**config.mk**
```make
export PLATFORM = sky130hd
export DESIGN_NAME = decifra_cbc_controle
export DESIGN_NICKNAME = d
export VERILOG_FILES = /design/src/rtl/decifra_cbc_controle.sv
export SDC_FILE = /design/constraint.sdc
export NUM_CORES = 1
export LEC_CHECK = 0
export ABC_AREA = 1
export BUFFER_PORTS_ARGS = -buffer_cell sky130_fd_sc_hd__buf_2
export CAP_MARGIN = 40
export CORE_AREA = 2 2 259 261
export DETAILED_ROUTE_END_ITERATION = 8
export DIE_AREA = 0 0 261 263
export GPL_TIMING_DRIVEN = 1
export HOLD_SLACK_MARGIN = 0.06
export PLACE_DENSITY = 0.43
export RECOVER_POWER = 100
export SLEW_MARGIN = 10
export SYNTH_ARGS = -nofsm -noshare
export SYNTH_HDL_FRONTEND = slang
export SYNTH_SLANG_ARGS = --single-unit
```
**constraint.sdc**
```tcl
create_clock -name clock -period 1.79 [get_ports clock]
set_clock_uncertainty 0.15 [all_clocks]
set_input_delay 0.537 -clock clock [delete_from_list [all_inputs] [get_ports clock]]
set_output_delay 0.537 -clock clock [all_outputs]
set_load 0.05 [all_outputs]
```
**src/rtl/decifra_cbc_controle.sv**
```systemverilog
`default_nettype none
// ============================================================================
// Module  : decifra_cbc_controle
// Brief   : CBC chaining wrapper around an external combinational 128-bit
//           block decipher, with valid/ready handshakes on both sides.
// Rev     : 1.0  initial release
// ============================================================================
module decifra_cbc_controle #(
    parameter int ESPERA   = 2,
    parameter int LARG_CNT = 16
) (
    input  logic                clock,
    input  logic                reset,
    input  logic [127:0]        iv,
    input  logic                carrega_iv,
    input  logic [127:0]        entrada,
    input  logic                entrada_valida,
    output logic                entrada_pronta,
    output logic [127:0]        bloco_dec,
    input  logic [127:0]        saida_dec,
    output logic [127:0]        saida,
    output logic                saida_valida,
    input  logic                saida_pronta,
    output logic                ocupado,
    output logic [LARG_CNT-1:0] contador_blocos
);

    typedef enum logic [1:0] {
        OCIOSO  = 2'd0,
        AGUARDA = 2'd1,
        ENTREGA = 2'd2
    } estado_t;

    // Wait counter preload; the last AGUARDA cycle is the one where it reads 0.
    localparam logic [3:0] c_espera_ini = 4'(ESPERA - 1);

    estado_t               estado_q;
    logic [3:0]            espera_cnt_q;
    logic [127:0]          bloco_q;
    logic [127:0]          encad_q;
    logic [127:0]          saida_q;
    logic                  saida_valida_q;
    logic                  ocupado_q;
    logic [LARG_CNT-1:0]   contador_q;

    logic [127:0]          w_saida_d;

    assign w_saida_d = saida_dec ^ encad_q;

    always_ff @(posedge clock) begin
        if (reset) begin
            estado_q       <= OCIOSO;
            espera_cnt_q   <= 4'd0;
            bloco_q        <= '0;
            encad_q        <= '0;
            saida_q        <= '0;
            saida_valida_q <= 1'b0;
            ocupado_q      <= 1'b0;
            contador_q     <= '0;
        end else begin
            case (estado_q)
                OCIOSO: begin
                    // IV load wins over a simultaneous block offer.
                    if (carrega_iv) begin
                        encad_q <= iv;
                    end else if (entrada_valida) begin
                        bloco_q      <= entrada;
                        espera_cnt_q <= c_espera_ini;
                        estado_q     <= AGUARDA;
                        ocupado_q    <= 1'b1;
                    end
                end
                AGUARDA: begin
                    if (espera_cnt_q != 4'd0) begin
                        espera_cnt_q <= espera_cnt_q - 4'd1;
                    end else begin
                        saida_q        <= w_saida_d;
                        encad_q        <= bloco_q;
                        estado_q       <= ENTREGA;
                        saida_valida_q <= 1'b1;
                    end
                end
                ENTREGA: begin
                    if (saida_pronta) begin
                        contador_q     <= contador_q + 1'b1;
                        estado_q       <= OCIOSO;
                        saida_valida_q <= 1'b0;
                        ocupado_q      <= 1'b0;
                    end
                end
                default: begin
                    estado_q       <= OCIOSO;
                    saida_valida_q <= 1'b0;
                    ocupado_q      <= 1'b0;
                end
            endcase
        end
    end

    assign entrada_pronta  = (estado_q == OCIOSO) && !carrega_iv;
    assign bloco_dec       = bloco_q;
    assign saida           = saida_q;
    assign saida_valida    = saida_valida_q;
    assign ocupado         = ocupado_q;
    assign contador_blocos = contador_q;

endmodule
`default_nettype wire

```
# Yosys cells after proc, flatten, opt, wreduce, memory -nomap -nowiden
# Cells that the tools add are included.
[op_classes]
addsub = 2
multipliers = 0
div = 0
magnitude_cmp = 0
eq_ne = 8
shifts = 0
n_mux = 18
bitwise_logic = 5
n_reduce_logical = 13
[ops]
columns = ["operator", "count"]
rows = [
  ["$mux W128", 2],
  ["$pmux W128 S2", 1],
  ["$xor A128 B128 Y128", 1],
  ["$add A16 B1 Y16 const B", 1],
  ["$mux W4", 3],
  ["$ne A2 B2 Y1 const B", 6],
  ["$reduce_and A4 Y1", 3],
  ["$reduce_and A3 Y1", 3],
  ["$mux W2", 4],
  ["$pmux W4 S2", 1],
  ["$pmux W1 S3", 2],
  ["$pmux W2 S3", 1],
  ["$mux W1", 4],
  ["$not A1 Y1", 4],
  ["$reduce_and A2 Y1", 2],
  ["$reduce_bool A4 Y1", 1],
  ["$sub A4 B1 Y4 const B", 1],
  ["$eq A2 B1 Y1 const B", 1],
  ["$eq A2 B2 Y1 const B", 1],
  ["$logic_not A2 Y1", 1],
  ["$reduce_bool A2 Y1", 1],
  ["$logic_and A1 B1 Y1", 1],
  ["$logic_not A1 Y1", 1],
]
[totals]
register_bits = 408
latchBits = 0
ramBits = 0
rom_bits = 0
in_bits = 389
output_inout_bits = 275
wordCells = 54
memories = 0

# Longest topological paths before layout
# Gate-level depths: netlist (run 1).
[depth]
ltp_word = 3
depth_mapped = 11
ltp_nobuf = 9

# Worst setup path after synthesis (run 1)
# Ideal clock, no wire load.
[synth_timing]
path_type = "reg-to-reg"
from = "register contador_q[0], in the netlist contador_blocos[0]"
to = "register contador_q[12], in the netlist contador_blocos[12]"
setup_ns = 0.112
t_arrival_ns = 1.679
required_time_ns = 1.528
slack_ns = -0.151
path_stages_with_launch = 9
path_buffers = 0
period_less_slack_ns = 1.941
path_cell_list = "dfxtp_1 ha_1 nand3_1 nor2_1 nand2_1 nor2_1 nand2_1 nor2_1 nor2_1"
[synth_between]
elab_chain_len = 1
[synth_lines]
columns = ["element", "line", "source"]
rows = [
  ["start, declared", "44", "logic [LARG_CNT-1:0] contador_q;"],
  ["start signal, assigned", "85", "contador_q <= contador_q + 1'b1;"],
  ["$add A16 B1 Y16", "85", ""],
]
# No other way between the ends.
# A chain may end at the register's enable or synchronous reset.

# Worst setup path in the final report (run 1)
[layout_timing]
from = "register estado_q[0]"
to = "output port entrada_pronta"
[layout_between]
elab_chain_len = 2
[layout_lines]
columns = ["element", "line", "source"]
rows = [
  ["start, declared", "37", "estado_t estado_q;"],
  ["start signal, assigned", "52", "estado_q <= OCIOSO;"],
  ["start signal, assigned", "69", "estado_q <= AGUARDA;"],
  ["start signal, assigned", "79", "estado_q <= ENTREGA;"],
  ["$logic_not A2 Y1", "100", "assign entrada_pronta = (estado_q == OCIOSO) && !carrega_iv;"],
  ["$logic_and A1 B1 Y1", "100", ""],
  ["end, declared", "18", "output logic entrada_pronta,"],
]
# No other way between the ends.

==> flow_summary.json, run 1 <==
{
  "fin_crit_ns": 2.06,
  "drc": 0,
  "leakage_nw": 12.4,
  "fp.dieW_um": 261,
  "synth_nets": 2560,
  "arrival_ns": 1.37,
  "die_area_um2": 68600,
  "wl_per_cell_um": 18.9,
  "antenna_found_initial": 14,
  "clockBufferDepth": 3,
  "grt_pass1_wl_mm": 104,
  "grt_pass1_vias": 17300,
  "htree_num_levels": 2,
  "ys_types": 27,
  "grt_overflow": 0,
  "path_max_fanout": 2,
  "cts_tree": "done",
  "maxSlewViolCount": 0,
  "wl_met1_mm": 31.2,
  "yosys-top-cells-count": "nor2_1, dfxtp_1, o21ai_0",
  "drt_iter0_markers": 913,
  "antenna_left": 0,
  "crit_start": "estado_q[0]",
  "crit_path_cell_trace": "inv_2, nand2_2, buf_6, nor2_4, buf_12",
  "synth-edff-count": 0,
  "final_nets": 3421,
  "worstSetupStartpointType": "flip-flop",
  "failed_checks": "negative setup slack",
  "track_usage": 0.194,
  "drive_gt1_frac": 0.418,
  "synth.largest_area_cell": "dfxtp_1",
  "start_util": 0.254,
  "hold_viol": 0,
  "setup_viol": 335,
  "crit_type": "reg -> out",
  "wl_met3_mm": 5.22,
  "post-route-period-util": 1.15,
  "cts-root-buf": "clkbuf_16",
  "cts_made_buffers": 49,
  "maxSlewHeadroom": 0.680,
  "area_growth_pct": 72.2,
  "totalWireLength_mm": 74.3,
  "io_buffers": 663,
  "status": "complete, but fails checks",
  "async_flop_share": 0,
  "endpoint": "entrada_pronta",
  "dp_hpwl_mm": 49.9,
  "min_path_type": "in -> reg",
  "seq_area_frac_synth": 0.490,
  "vdd_drop_max_mv": 0.652,
  "syn_inst": 2168,
  "fmax_mhz": 486,
  "cap_violations": 0,
  "rsz0062_at_grt": "true",
  "ios": 664,
  "syn_area_um2": 16700,
  "cp_num_buf_inv": 3,
  "synth_top_cell_area_share": 0.490,
  "r2r-start": "estado_q[0]",
  "clk_pin_slew_ns": 0.06,
  "reg2reg_slack_ns": -0.21,
  "synth_area_leaders": "dfxtp_1, nor2_1, o21ai_0",
  "routed-via-count": 17800,
  "required_ns": 1.10,
  "r2r_end": "saida[65]",
  "power_mw": 29.1,
  "setup_ws_ns": -0.269,
  "clk_latency_ns": 0.58,
  "synth-seq-cells": 408,
  "yosys_warnings": 0,
  "gp_congestion": 0.872,
  "firstDrtPassIters": 5,
  "grt_max_degree": 70,
  "post_synth.cell_area_avg_um2": 7.68,
  "reg2reg_depth": 12,
  "cts_sinks": 408,
  "cp.depth": 5,
  "met2WireLength_mm": 36.3,
  "synth.most_common_cell": "nor2_1",
  "rows": 94,
  "worst_slew_pin_slew_ns": 0.474,
  "critPathSlowestCell": "dfxtp_1",
  "crit_family": "buffers and inverters",
  "p_per_area_nw_per_um2": 1020,
  "highest-signal-layer": "met5",
  "coreArea_um2": 65600,
  "critPathMaxStageDelay_ns": 0.30,
  "cp-end-kind": "primary output",
  "routed_via_density": 4.53,
  "die_h_um": 263,
  "dp_slack_ns": -0.112,
  "synth-main-ff-cell": "dfxtp_1"
}
## report_power, final
group	internal (mW)	leakage (nW)	switching (mW)
clock	6.57	0.841	4.07
combinational	3.41	8.12	4.44
sequential	9.98	3.46	0.671
total	20.0	12.4	9.18
## placed cells by master (no fill, tap or decap), drive strengths merged
| master | n |
|---|---|
| o21bai | 1 |
| nor3 | 2 |
| nand3 | 10 |
| clkbuf | 101 |
| bufinv | 6 |
| clkinvlp | 2 |
| dlygate4sd3 | 78 |
| clkinv | 6 |
| xnor2 | 128 |
| xor2 | 2 |
| nand4 | 4 |
| nor2 | 511 |
| nor3b | 3 |
| inv | 112 |
| buf | 858 |
| ha | 3 |
| bufbuf | 1 |
| dfxtp | 408 |
| a211oi | 128 |
| o21ai | 350 |
| nand3b | 1 |
| nand2 | 254 |
| o211ai | 1 |
| diode | 5 |
| a21oi | 94 |
## routing by layer
metal	track usage	up-vias
met5	0	-
li1	-	8829
met4	0.0396	20
met1	0.238	8274
met2	0.340	572
met3	0.0507	116
## worst min-delay path: cells and delay by family
family / cells / cell delay (ns)
buf+inv: 1 / 0.07
compound gates: 2 / 0.18
## timing repair
| action | 4_1_cts | 5_1_grt |
|---|---|---|
| buffers inserted | 72 | 13 |
| resized for setup | 966 | 111 |
| hold endpoints to repair | 78 | 0 |
| cloned | 7 | 30 |
| setup endpoints to repair | 510 | 531 |
| hold buffers | 78 | 0 |
| pin swaps | 4 | 12 |
## state kept, by name, indices dropped and copies added, names as in the netlist
name,count
bloco_dec,128
encad_q,128
saida,128
contador_blocos,16
espera_cnt_q,4
estado_q,2
ocupado,1
saida_valida,1
## final cells by class
type	count	area (um2)
clock buffers	72	1490
flip-flops and latches	408	8540
well taps	864	1080
fillers	6546	37000
inverters	112	433
multi-input cells	1492	7750
repair buffers	966	9150
diodes	5	12.5
clock inverters	14	233
## how the worst min path moves through the flow
stage	endpoint	from	cells after the start	slack (ns)
global placement	bloco_dec[30]	bloco_dec[30]	2	0.30
CTS	saida[70]	saida_dec[70]	3	0.06
floorplan	espera_cnt_q[0]	espera_cnt_q[0]	2	0.29
global route	bloco_dec[74]	entrada[74]	3	0.08
finish	bloco_dec[43]	entrada[43]	3	0.09
detailed placement	bloco_dec[76]	bloco_dec[76]	2	0.30
## per-stage QoR
step | std cells | util | setup TNS, ns | hold WS (ns) | area, um2
2_1_floorplan | 2168 | - | 0 | 0.289 | 16700
3_5_place_dp | 3643 | 0.328 | -16.02 | 0.303 | 21500
5_1_grt | 3930 | 0.437 | -70.85 | 0.0803 | 28700
6_report | 3933 | 0.437 | -27.00 | 0.0905 | 28700
3_3_place_gp | 3643 | 0.328 | -11.17 | 0.297 | 21500
4_1_cts | 3886 | 0.419 | -35.80 | 0.0602 | 27500
## logic make-up after synthesis
group	Yosys count	synth area share
buffers and inverters	268	0.0668
xor gates and xnor gates	130	0.0684
and+or+nand+nor	785	0.180
AOI/OAI and AO/OA	574	0.192
adders and majority gates	3	0.00225
DFF	408	0.490
(Power assumes the default switching activity.)
==> inputs of run 2 (changes only) <==
CORE_AREA = 2 2 261 263   (was 2 2 259 261)
DIE_AREA = 0 0 263 265   (was 0 0 261 263)
==> run 2 against run 1 <==
Compared with the run above:
- non-clock buffer count decreased by 39
- sequential share of layout area is 0.10 points lower
- critical path depth is 1 lower
- fmax increased by 6.7%
- combinational power is 5.5% higher
- largest power group unchanged
- utilization decreased by 0.38 points
- the flow still finishes with violations (negative setup slack)
- sequential power is essentially flat
- die area up 1.5%
- clock-buffer cell count decreased by 8
- total power shrank 0.66%
- wire length is 2.8% higher
- worst setup slack better by 0.13 ns
==> flow_summary.json, run 2 (synthesis results as in run 1) <==
{
  "power_mw": 28.9,
  "rows": 95,
  "drc": 0,
  "clk_pin_slew_ns": 0.06,
  "routed-via-count": 17800,
  "highest-signal-layer": "met5",
  "critPathSlowestCell": "dfxtp_2",
  "holdPathStages": 3,
  "htree_num_levels": 2,
  "track_usage": 0.204,
  "wl_met1_mm": 31.8,
  "reg2reg_depth": 9,
  "vdd_drop_max_mv": 0.672,
  "leakage_nw": 12.3,
  "reg2reg_slack_ns": -0.06,
  "grt_pass1_wl_mm": 110,
  "crit_path_cell_trace": "inv_2, nand2_4, nor2_4, buf_12",
  "routed_via_density": 4.55,
  "setup_ws_ns": -0.140,
  "crit_type": "reg -> out",
  "coreArea_um2": 66800,
  "met2WireLength_mm": 36.7,
  "die_area_um2": 69700,
  "io_buffers": 663,
  "p_per_area_nw_per_um2": 1000,
  "gp_congestion": 0.884,
  "area_growth_pct": 73.8,
  "post-route-period-util": 1.08,
  "final_common_cell": "nor2_1",
  "firstDrtPassIters": 5,
  "rsz0062_at_grt": "true",
  "setup_viol": 179,
  "wl_met3_mm": 5.41,
  "status": "complete, but fails checks",
  "hold_viol": 0,
  "required_ns": 1.10,
  "grt_overflow": 0,
  "maxSlewHeadroom": 0.674,
  "failed_checks": "negative setup slack",
  "arrival_ns": 1.24,
  "cp-end-kind": "primary output",
  "clockBufferDepth": 3,
  "grt_pass1_vias": 18100,
  "start_util": 0.249,
  "maxSlewViolCount": 0,
  "final_nets": 3384,
  "worst_slew_pin_slew_ns": 0.484,
  "cts_sinks": 408,
  "cts-root-buf": "clkbuf_16",
  "wl_per_cell_um": 19.6,
  "path_max_fanout": 2,
  "final_cell_mix": "nor2_1, buf_2, dfxtp_2",
  "dp_hpwl_mm": 50.3,
  "antenna_left": 0,
  "hold_ws_ns": 0.0813,
  "totalWireLength_mm": 76.4,
  "fin_crit_ns": 1.93,
  "fmax_mhz": 518,
  "drive_gt1_frac": 0.468,
  "fin_tns_setup_ns": -4.06,
  "ios": 664,
  "fp.dieW_um": 263,
  "worstSetupStartpointType": "flip-flop",
  "drt_iter0_markers": 725,
  "n_fill_cell": 6646,
  "cap_violations": 0,
  "cts_tree": "done",
  "cts_made_buffers": 48,
  "min_path_type": "in -> reg",
  "critPathMaxStageDelay_ns": 0.31,
  "clk_latency_ns": 0.57,
  "die_h_um": 265,
  "grt_max_degree": 63,
  "antenna_found_initial": 23
}
## run 2: changes by cell type in the layout (fill, tap and decap cells not counted), sizes merged, moves of 3 or more
cell         change
buf             +18
bufinv           -3
clkbuf          -25
clkinv           +5
diode            +4
dlygate4sd3     -42
nand2            +3
## run 2: metal layers
metal,up-vias,track usage
met3,127,0.0583
met2,578,0.352
met4,26,0.0656
li1,8759,-
met1,8295,0.245
met5,-,0
## run 2: critical path: cells and delay by family (launching register included)
family	cells	cell delay [ns]
DFF	1	0.31
buffers and inverters	2	0.21
and+or+nand+nor	2	0.16
## run 2: area by class of cell
cell class	instances	area [um2]	share of cell area
inverters	112	433	0.0150
multi-input cells	1495	8130	0.281
flip-flops and latches	408	8590	0.297
clock buffers	64	1410	0.0488
clock inverters	18	178	0.00614
repair buffers	927	9090	0.314
well taps	873	1090	0.0377
diodes	9	22.5	0.000778
## run 2: timing repair
| action | in CTS | in global routing |
|---|---|---|
| pin swaps | 11 | 32 |
| endpoints found under the hold margin | 36 | 0 |
| cloned | 26 | 12 |
| setup buffers | 84 | 5 |
| endpoints found under the setup margin | 497 | 550 |
| hold buffers | 36 | 0 |
| gates resized for setup | 1179 | 236 |
## run 2: where the power goes
group	switching [mW]	internal (mW)	total, mW	leakage, nW
clock network	4.03	5.94	9.97	0.794
registers	0.689	10.0	10.7	3.48
logic	4.68	3.60	8.28	8.07
total	9.40	19.5	28.9	12.3
## run 2: path summary, 6_finish.rpt
path / start / to
min reg2reg: bloco_dec[7] / bloco_dec[7]
max: estado_q[0] / entrada_pronta
min: entrada[104] / bloco_dec[104]
max reg2reg: estado_q[0] / bloco_dec[16]
## run 2: per-stage QoR
stage	instances	worst slack [ns]	instance area, um2	utilization
6_report	3906	-0.140	28900	0.433
3_3_place_gp	3664	-0.175	21800	0.326
2_1_floorplan	2168	0.0507	16700	-
4_1_cts	3891	-0.209	28300	0.423
5_1_grt	3904	-0.205	28900	0.433
3_5_place_dp	3664	-0.191	21800	0.326
